**src/rtl/i2c_target_regfile.sv**
```systemverilog
// -----------------------------------------------------------------------------
// i2c_target_regfile
//
// I2C target (responder) with a byte-wide register file. Decodes START/STOP,
// matches a 7-bit device address, takes a sub-address pointer and then either
// writes data bytes into the register file or returns register contents, with
// the pointer auto-incrementing (and wrapping at NUM_REGS) after every byte.
//
// Parameters:
//   DEV_ADDR  7-bit device address (0x70 -> 0xE0 write / 0xE1 read on the wire)
//   NUM_REGS  number of 8-bit registers; the pointer wraps at NUM_REGS
//   PTR_W     pointer width, 2**PTR_W >= NUM_REGS
//
// Ports:
//   clk        system clock, at least 8x the SCL frequency
//   rst        synchronous active-high reset
//   scl_i      raw SCL from the pad (asynchronous)
//   sda_i      raw SDA from the pad (asynchronous)
//   sda_oe     1 = pull SDA low, 0 = release
//   sda_o      constant 0 (pad value while sda_oe = 1)
//   regs_flat  register file, reg k at bits [8k+7:8k]
//   wr_stb     one-cycle pulse per accepted data byte written
//   wr_addr    register index of the byte in that pulse
//   wr_data    data of the byte in that pulse
//   busy       high from an address-matched START until STOP / NAK / mismatch
//
// Optional build macro:
//   I2C_GLITCH_FILTER_EN  adds a 3-sample agreement filter after the
//                         synchronizers (rejects pulses < 3 clk, +2 clk latency)
// -----------------------------------------------------------------------------
module i2c_target_regfile #(
  parameter logic [6:0] DEV_ADDR = 7'h70,
  parameter int         NUM_REGS = 12,
  parameter int         PTR_W    = 4
) (
  input  logic                  clk,
  input  logic                  rst,
  input  logic                  scl_i,
  input  logic                  sda_i,
  output logic                  sda_oe,
  output logic                  sda_o,
  output logic [8*NUM_REGS-1:0] regs_flat,
  output logic                  wr_stb,
  output logic [PTR_W-1:0]      wr_addr,
  output logic [7:0]            wr_data,
  output logic                  busy
);

  typedef enum logic [3:0] {
    S_IDLE, S_ADDR, S_ACK_A, S_SUB, S_ACK_S, S_WR, S_ACK_W, S_RD, S_RD_ACK, S_IGNORE
  } state_t;

  // ---------------------------------------------------------------------------
  // Input conditioning: 2-flop synchronizers (reset to the idle-bus level so
  // that leaving reset never fabricates a START or STOP).
  // ---------------------------------------------------------------------------
  logic [1:0] scl_sync, sda_sync;
  logic       scl_s, sda_s;   // conditioned line values
  logic       scl_p, sda_p;   // previous conditioned values, for edge detect

  always_ff @(posedge clk) begin
    // NOTE: flops are written with non-blocking assignments so every register
    // samples the pre-edge value of its inputs regardless of statement order.
    if (rst) begin
      scl_sync <= 2'b11;
      sda_sync <= 2'b11;
    end else begin
      scl_sync <= {scl_sync[0], scl_i};
      sda_sync <= {sda_sync[0], sda_i};
    end
  end

`ifdef I2C_GLITCH_FILTER_EN
  // A line value is accepted only once the current and two previous
  // synchronized samples agree; otherwise the last accepted value is held.
  logic [1:0] scl_hist, sda_hist;
  logic       scl_f, sda_f;

  always_comb begin
    // NOTE: every variable written here gets a default first, so no path can
    // leave it unassigned and infer a latch.
    scl_s = scl_f;
    sda_s = sda_f;
    if (scl_sync[1] == scl_hist[0] && scl_hist[0] == scl_hist[1]) scl_s = scl_sync[1];
    if (sda_sync[1] == sda_hist[0] && sda_hist[0] == sda_hist[1]) sda_s = sda_sync[1];
  end

  always_ff @(posedge clk) begin
    if (rst) begin
      scl_hist <= 2'b11;
      sda_hist <= 2'b11;
      scl_f    <= 1'b1;
      sda_f    <= 1'b1;
    end else begin
      scl_hist <= {scl_hist[0], scl_sync[1]};
      sda_hist <= {sda_hist[0], sda_sync[1]};
      scl_f    <= scl_s;
      sda_f    <= sda_s;
    end
  end
`else
  assign scl_s = scl_sync[1];
  assign sda_s = sda_sync[1];
`endif

  always_ff @(posedge clk) begin
    if (rst) begin
      scl_p <= 1'b1;
      sda_p <= 1'b1;
    end else begin
      scl_p <= scl_s;
      sda_p <= sda_s;
    end
  end

  logic scl_rise, scl_fall, start_det, stop_det;
  assign scl_rise  = scl_s & ~scl_p;
  assign scl_fall  = ~scl_s & scl_p;
  // START/STOP require SCL high on both samples, so they never coincide with
  // an SCL edge and take priority over bit handling.
  assign start_det = scl_s & scl_p & sda_p & ~sda_s;
  assign stop_det  = scl_s & scl_p & ~sda_p & sda_s;

  // ---------------------------------------------------------------------------
  // Datapath state
  // ---------------------------------------------------------------------------
  state_t           state_q, state_d;
  logic [3:0]       bit_cnt;     // bits shifted (rx) or driven (tx) in this byte
  logic [7:0]       rx_q;        // receive shift register
  logic [7:0]       tx_q;        // remaining transmit bits, MSB next
  logic [PTR_W-1:0] ptr_q;
  logic [7:0]       regs_q [NUM_REGS];
  logic             sda_oe_d;

  logic             byte_done, addr_match;
  logic [7:0]       rx_next, rd_byte;
  logic [PTR_W-1:0] ptr_inc, ptr_from_sub;

  assign byte_done    = (bit_cnt == 4'd8);
  assign addr_match   = (rx_q[7:1] == DEV_ADDR);
  assign rx_next      = {rx_q[6:0], sda_s};
  assign rd_byte      = regs_q[ptr_q];
  assign ptr_inc      = (ptr_q == PTR_W'(NUM_REGS - 1)) ? '0 : ptr_q + 1'b1;
  assign ptr_from_sub = PTR_W'(int'(rx_q) % NUM_REGS);

  assign sda_o = 1'b0;

  always_comb begin
    for (int k = 0; k < NUM_REGS; k++) regs_flat[8*k +: 8] = regs_q[k];
  end

  // ---------------------------------------------------------------------------
  // FSM: state register
  // ---------------------------------------------------------------------------
  always_ff @(posedge clk) begin
    if (rst) state_q <= S_IDLE;
    else     state_q <= state_d;
  end

  // ---------------------------------------------------------------------------
  // FSM: next-state logic. Byte phases end on the falling edge after the 8th
  // bit; acknowledge phases end on the 9th falling edge.
  // ---------------------------------------------------------------------------
  always_comb begin
    state_d = state_q;
    if (start_det) begin
      state_d = S_ADDR;
    end else if (stop_det) begin
      state_d = S_IDLE;
    end else begin
      case (state_q)
        S_ADDR:   if (scl_fall && byte_done) state_d = addr_match ? S_ACK_A : S_IGNORE;
        S_ACK_A:  if (scl_fall) state_d = rx_q[0] ? S_RD : S_SUB;
        S_SUB:    if (scl_fall && byte_done) state_d = S_ACK_S;
        S_ACK_S:  if (scl_fall) state_d = S_WR;
        S_WR:     if (scl_fall && byte_done) state_d = S_ACK_W;
        S_ACK_W:  if (scl_fall) state_d = S_WR;
        S_RD:     if (scl_fall && byte_done) state_d = S_RD_ACK;
        S_RD_ACK: begin
          if (scl_rise && sda_s) state_d = S_IGNORE;   // controller NAK
          else if (scl_fall)     state_d = S_RD;
        end
        default:  state_d = state_q;
      endcase
    end
  end

  // ---------------------------------------------------------------------------
  // FSM: output logic. SDA only changes in response to an SCL falling edge
  // (registered one clk later), apart from releasing it on START/STOP.
  // ---------------------------------------------------------------------------
  always_comb begin
    sda_oe_d = sda_oe;
    if (start_det || stop_det) begin
      sda_oe_d = 1'b0;
    end else begin
      case (state_q)
        S_ADDR:           if (scl_fall && byte_done) sda_oe_d = addr_match;
        S_SUB, S_WR:      if (scl_fall && byte_done) sda_oe_d = 1'b1;
        S_ACK_A:          if (scl_fall) sda_oe_d = rx_q[0] ? ~rd_byte[7] : 1'b0;
        S_ACK_S, S_ACK_W: if (scl_fall) sda_oe_d = 1'b0;
        S_RD:             if (scl_fall) sda_oe_d = byte_done ? 1'b0 : ~tx_q[7];
        S_RD_ACK:         if (scl_fall) sda_oe_d = ~rd_byte[7];
        default:          sda_oe_d = 1'b0;
      endcase
    end
  end

  // ---------------------------------------------------------------------------
  // Datapath: shift registers, pointer, register file, write strobe, busy.
  // ---------------------------------------------------------------------------
  always_ff @(posedge clk) begin
    if (rst) begin
      // NOTE: the register file is explicitly reset because the core consumes
      // it straight out of reset; this keeps it in flops rather than a RAM.
      for (int k = 0; k < NUM_REGS; k++) regs_q[k] <= '0;
      ptr_q   <= '0;
      bit_cnt <= '0;
      rx_q    <= '0;
      tx_q    <= '0;
      sda_oe  <= 1'b0;
      busy    <= 1'b0;
      wr_stb  <= 1'b0;
      wr_addr <= '0;
      wr_data <= '0;
    end else begin
      wr_stb <= 1'b0;
      sda_oe <= sda_oe_d;
      if (start_det) begin
        bit_cnt <= '0;
      end else if (stop_det) begin
        bit_cnt <= '0;
        busy    <= 1'b0;
      end else begin
        case (state_q)
          S_ADDR, S_SUB, S_WR: begin
            if (scl_rise && !byte_done) begin
              rx_q    <= rx_next;
              bit_cnt <= bit_cnt + 4'd1;
              // Commit on the 8th rising edge; a byte cut short never gets here.
              if (state_q == S_WR && bit_cnt == 4'd7) begin
                regs_q[ptr_q] <= rx_next;
                wr_stb        <= 1'b1;
                wr_addr       <= ptr_q;
                wr_data       <= rx_next;
              end
            end
            if (scl_fall && byte_done) begin
              bit_cnt <= '0;
              if (state_q == S_ADDR) busy  <= addr_match;
              if (state_q == S_SUB)  ptr_q <= ptr_from_sub;
            end
          end
          S_ACK_A: begin
            // Read: the MSB goes out with this edge, the rest queue in tx_q.
            if (scl_fall && rx_q[0]) begin
              tx_q    <= {rd_byte[6:0], 1'b0};
              bit_cnt <= 4'd1;
            end
          end
          S_ACK_W: begin
            if (scl_fall) ptr_q <= ptr_inc;
          end
          S_RD: begin
            if (scl_fall) begin
              if (byte_done) begin
                bit_cnt <= '0;
              end else begin
                tx_q    <= {tx_q[6:0], 1'b0};
                bit_cnt <= bit_cnt + 4'd1;
              end
            end
          end
          S_RD_ACK: begin
            if (scl_rise) begin
              if (sda_s) busy  <= 1'b0;
              else       ptr_q <= ptr_inc;
            end
            if (scl_fall) begin
              tx_q    <= {rd_byte[6:0], 1'b0};
              bit_cnt <= 4'd1;
            end
          end
          default: ;
        endcase
      end
    end
  end

endmodule

```
**config.mk**
```make
export PLATFORM = sky130hd
export DESIGN_NAME = i2c_target_regfile
export DESIGN_NICKNAME = d
export VERILOG_FILES = /design/src/rtl/i2c_target_regfile.sv
export SDC_FILE = /design/constraint.sdc
export NUM_CORES = 1
export LEC_CHECK = 0
export CELL_PAD_IN_SITES_DETAIL_PLACEMENT = 1
export CELL_PAD_IN_SITES_GLOBAL_PLACEMENT = 1
export CORE_ASPECT_RATIO = 1.75
export CORE_MARGIN = 3
export CORE_UTILIZATION = 40
export CTS_CLUSTER_DIAMETER = 100
export DETAILED_ROUTE_END_ITERATION = 10
export PLACE_DENSITY_LB_ADDON = 0.1
export REMOVE_ABC_BUFFERS = 1
export SLEW_MARGIN = 20
export SYNTH_ARGS = -nofsm -noshare
export SYNTH_HDL_FRONTEND = slang
export SYNTH_SLANG_ARGS = --single-unit
```
**constraint.sdc**
```tcl
create_clock -name clk -period 2.6 [get_ports clk]
set_input_delay 0.52 -clock clk [delete_from_list [all_inputs] [get_ports clk]]
set_output_delay 0.52 -clock clk [all_outputs]
set_load 0.02 [all_outputs]
```
==> impl_metrics.toml <==
[timing]
fin_skew_ns = 0.00788
relSlewSlack_pct = 27.5
period_share_pct = 94.0
worstMarginPinSlew_ns = 1.09
finalCriticalPeriod_ns = 2.44
finalSetupViolCount = 0
max_freq_ghz = 0.409
tns_ns = 0
finalHoldViolCount = 0
hold_slack_ns = 0.415
slew_violations = 0

[logic_synthesis]
syn_area_per_cell_um2 = 12.5
synth_cells = 678
synthArstFlopShare_pct = 0
ys_seq_area_share_pct = 57.6
ys_ff_latch = 180
synth_edf_count = 128
synth_warnings = 0
synth_flop_cell = "edfxtp_1"
synth.distinct_cells = 65
syn_area_mm2 = 0.00848

[layout]
syn_to_final_growth_pct = 25.7
post_layout_nonfiller_instances = 1050
nNetsFinal = 800
drive_gt1_share_pct = 16.7
antenna-diode-count = 0

[routing]
drc_errors = 0
antenna_left = 0
dr.first_iter.drc_count = 361
wl_per_cell_um = 25.5
vias = 6247
via_per_inst = 5.95
drtPass1Iterations = 5
totalWireLength_mm = 26.8

[hold_path]
hold_path_startpoint = "sda_sync[0]"
hold_depth = 1
hold_class = "flop to flop"
hold_path_end = "sda_sync[1]"

[floorplanning]
core_area_mm2 = 0.0205
die_y_um = 199
start_util_pct = 41.2
io_pins = 116
die-area_mm2 = 0.0230
die_x_um = 116
row_count = 69

[placement]
placed_cells = 1017
dp.final_hpwl_mm = 19.6
gp_congestion = 0.827
port_buffers = 114

[grt]
track_usage_pct = 23.6
grt_start_max_net_pins = 43
grt_pass1_wl_mm = 40.3
gr-total-overflow = 0
antenna_found_initial = 0
grt_pass1_vias = 6628

[setup_path]
crit_path_max_fanout = 6
required_ns = 2.97
r2r_cells = 6
rrSetupSlack_ns = 0.16
crit_path_end_kind = "flop"
arrival_ns = 2.81
startpoint_type = "flop"
critPathKind = "flop to flop"
r2r_end = "sda_oe"

[power_and_ir_drop]
vdd_drop_max_v = 0.000427
finalPower_w = 0.00623
p_leak_nw = 4.16
power_density_mw_per_mm2 = 584

[cts]
cts_sinks = 180
htreeDepth = 4
cts_buffer_depth = 2
cts_buffers = 17
clkTransAtPathRegs_ns = 0.06
root_buffer = "clkbuf_16"
cts_tree = "done"
clk-insertion-delay-late_ns = 0.43

[outcome]
status = "complete, no violations"

[run]
cap_violations = 0
[flip-flops by register name, summed over array words and instances, names as in the netlist, named ones only]
signal    flops
state_q       4
ptr_q         4
regs_q      128
sda_p         1
scl_sync      2
wr_addr       4
rx_q          8
tx_q          7
busy          1
bit_cnt       4
wr_stb        1
wr_data       8
scl_p         1
sda_sync      2
sda_oe        1
[where the power goes]
part           switching, W  leakage (nW)  internal, W
Combinational      0.000293          2.19     0.000236
Clock               0.00110         0.268      0.00142
Sequential        0.0000593          1.71      0.00312
[how the worst max path moves through the flow]
| stage | depth (start not counted) | to |
|---|---|---|
| after floorplan | 5 | regs_q[4][0] |
| after global placement | 6 | regs_q[6][6] |
| after detailed placement | 4 | regs_q[10][2] |
| after CTS | 6 | regs_q[10][7] |
| after global routing | 7 | regs_q[9][7] |
| final | 6 | sda_oe |
[critical path, stage by stage, from the launching register on]
cell and delay (ns):
dfxtp_2 0.52, mux4_1 0.64, mux4_2 0.49, or4_1 0.47
o21ai_1 0.10, mux2i_1 0.08, nor2_1 0.08
[cells by family (layout without fill, tap and decap cells)]
| logic type | Yosys count | after routing | synth area share (%) |
|---|---|---|---|
| flops | 180 | 180 | 57.6 |
| simple gates | 236 | 236 | 15.5 |
| other cells | 1 | 1 | 0.0442 |
| compound gates | 115 | 115 | 9.36 |
| buf+inv | 84 | 208 | 3.97 |
| fa+ha+maj | 7 | 7 | 1.03 |
| mux | 51 | 51 | 12.0 |
| xor+xnor | 4 | 4 | 0.413 |
[metal layers]
metal / vias up / wire length, um / track usage, %
met5: - / 0 / 0
met4: 0 / 320 / 5.51
met3: 19 / 742 / 3.50
met2: 143 / 15200 / 44.5
met1: 3291 / 10500 / 27.6
li1: 2794 / - / -
[layout make-up]
cell class / instances / area [um^2]
Inverter: 14 / 52.6
Fill cell: 2111 / 9890
Multi-Input combinational cell: 414 / 3270
Sequential cell: 180 / 4890
Tap cell: 248 / 310
Clock inverter: 11 / 128
Timing Repair Buffer: 162 / 1560
Clock buffer: 21 / 440
[placed cells by master (no fill, tap or decap), types with 8 or more instances in the layout]
cell / count
edfxtp_1: 128
a22o_1: 12
o21ai_0: 16
a21o_1: 15
nor2b_1: 8
mux4_2: 38
mux2i_1: 11
dfxtp_1: 51
clkbuf_16: 17
nand2_1: 35
inv_1: 13
clkdlybuf4s50_1: 114
nor2_1: 41
a21oi_1: 27
and3_1: 100
buf_4: 43
[synth_stat cells, types with 8 or more instances]
library cell	n	area, um^2
a21o_1	19	143
dfxtp_1	52	1040
and3_1	100	626
a22o_1	12	105
a21oi_1	27	135
mux2i_1	11	110
mux4_2	38	856
buf_2	8	40.0
nor2_1	41	154
edfxtp_1	128	3840
clkbuf_1	59	221
nand2_1	35	131
inv_1	13	48.8
o21ai_0	16	80.1
nor2b_1	8	50.1
[repair_timing]
action / in CTS / in global routing
resized for setup: 1 / 5
endpoints found under the setup margin: 161 / 162
pin swaps: 0 / 1
hold buffers: 0 / 0
setup buffers: 0 / 1
[through the flow]
step                      instance area, um^2  worst slack [ns]  util [%]
after floorplan                          8190            -0.797         -
after global placement                  10000            -0.176      48.9
after detailed placement                10000            -0.173      48.9
after CTS                               10600            0.0166      51.7
after global routing                    10700          -0.00336      51.8
final                                   10700             0.157      51.8
(Power assumes the default switching activity.)
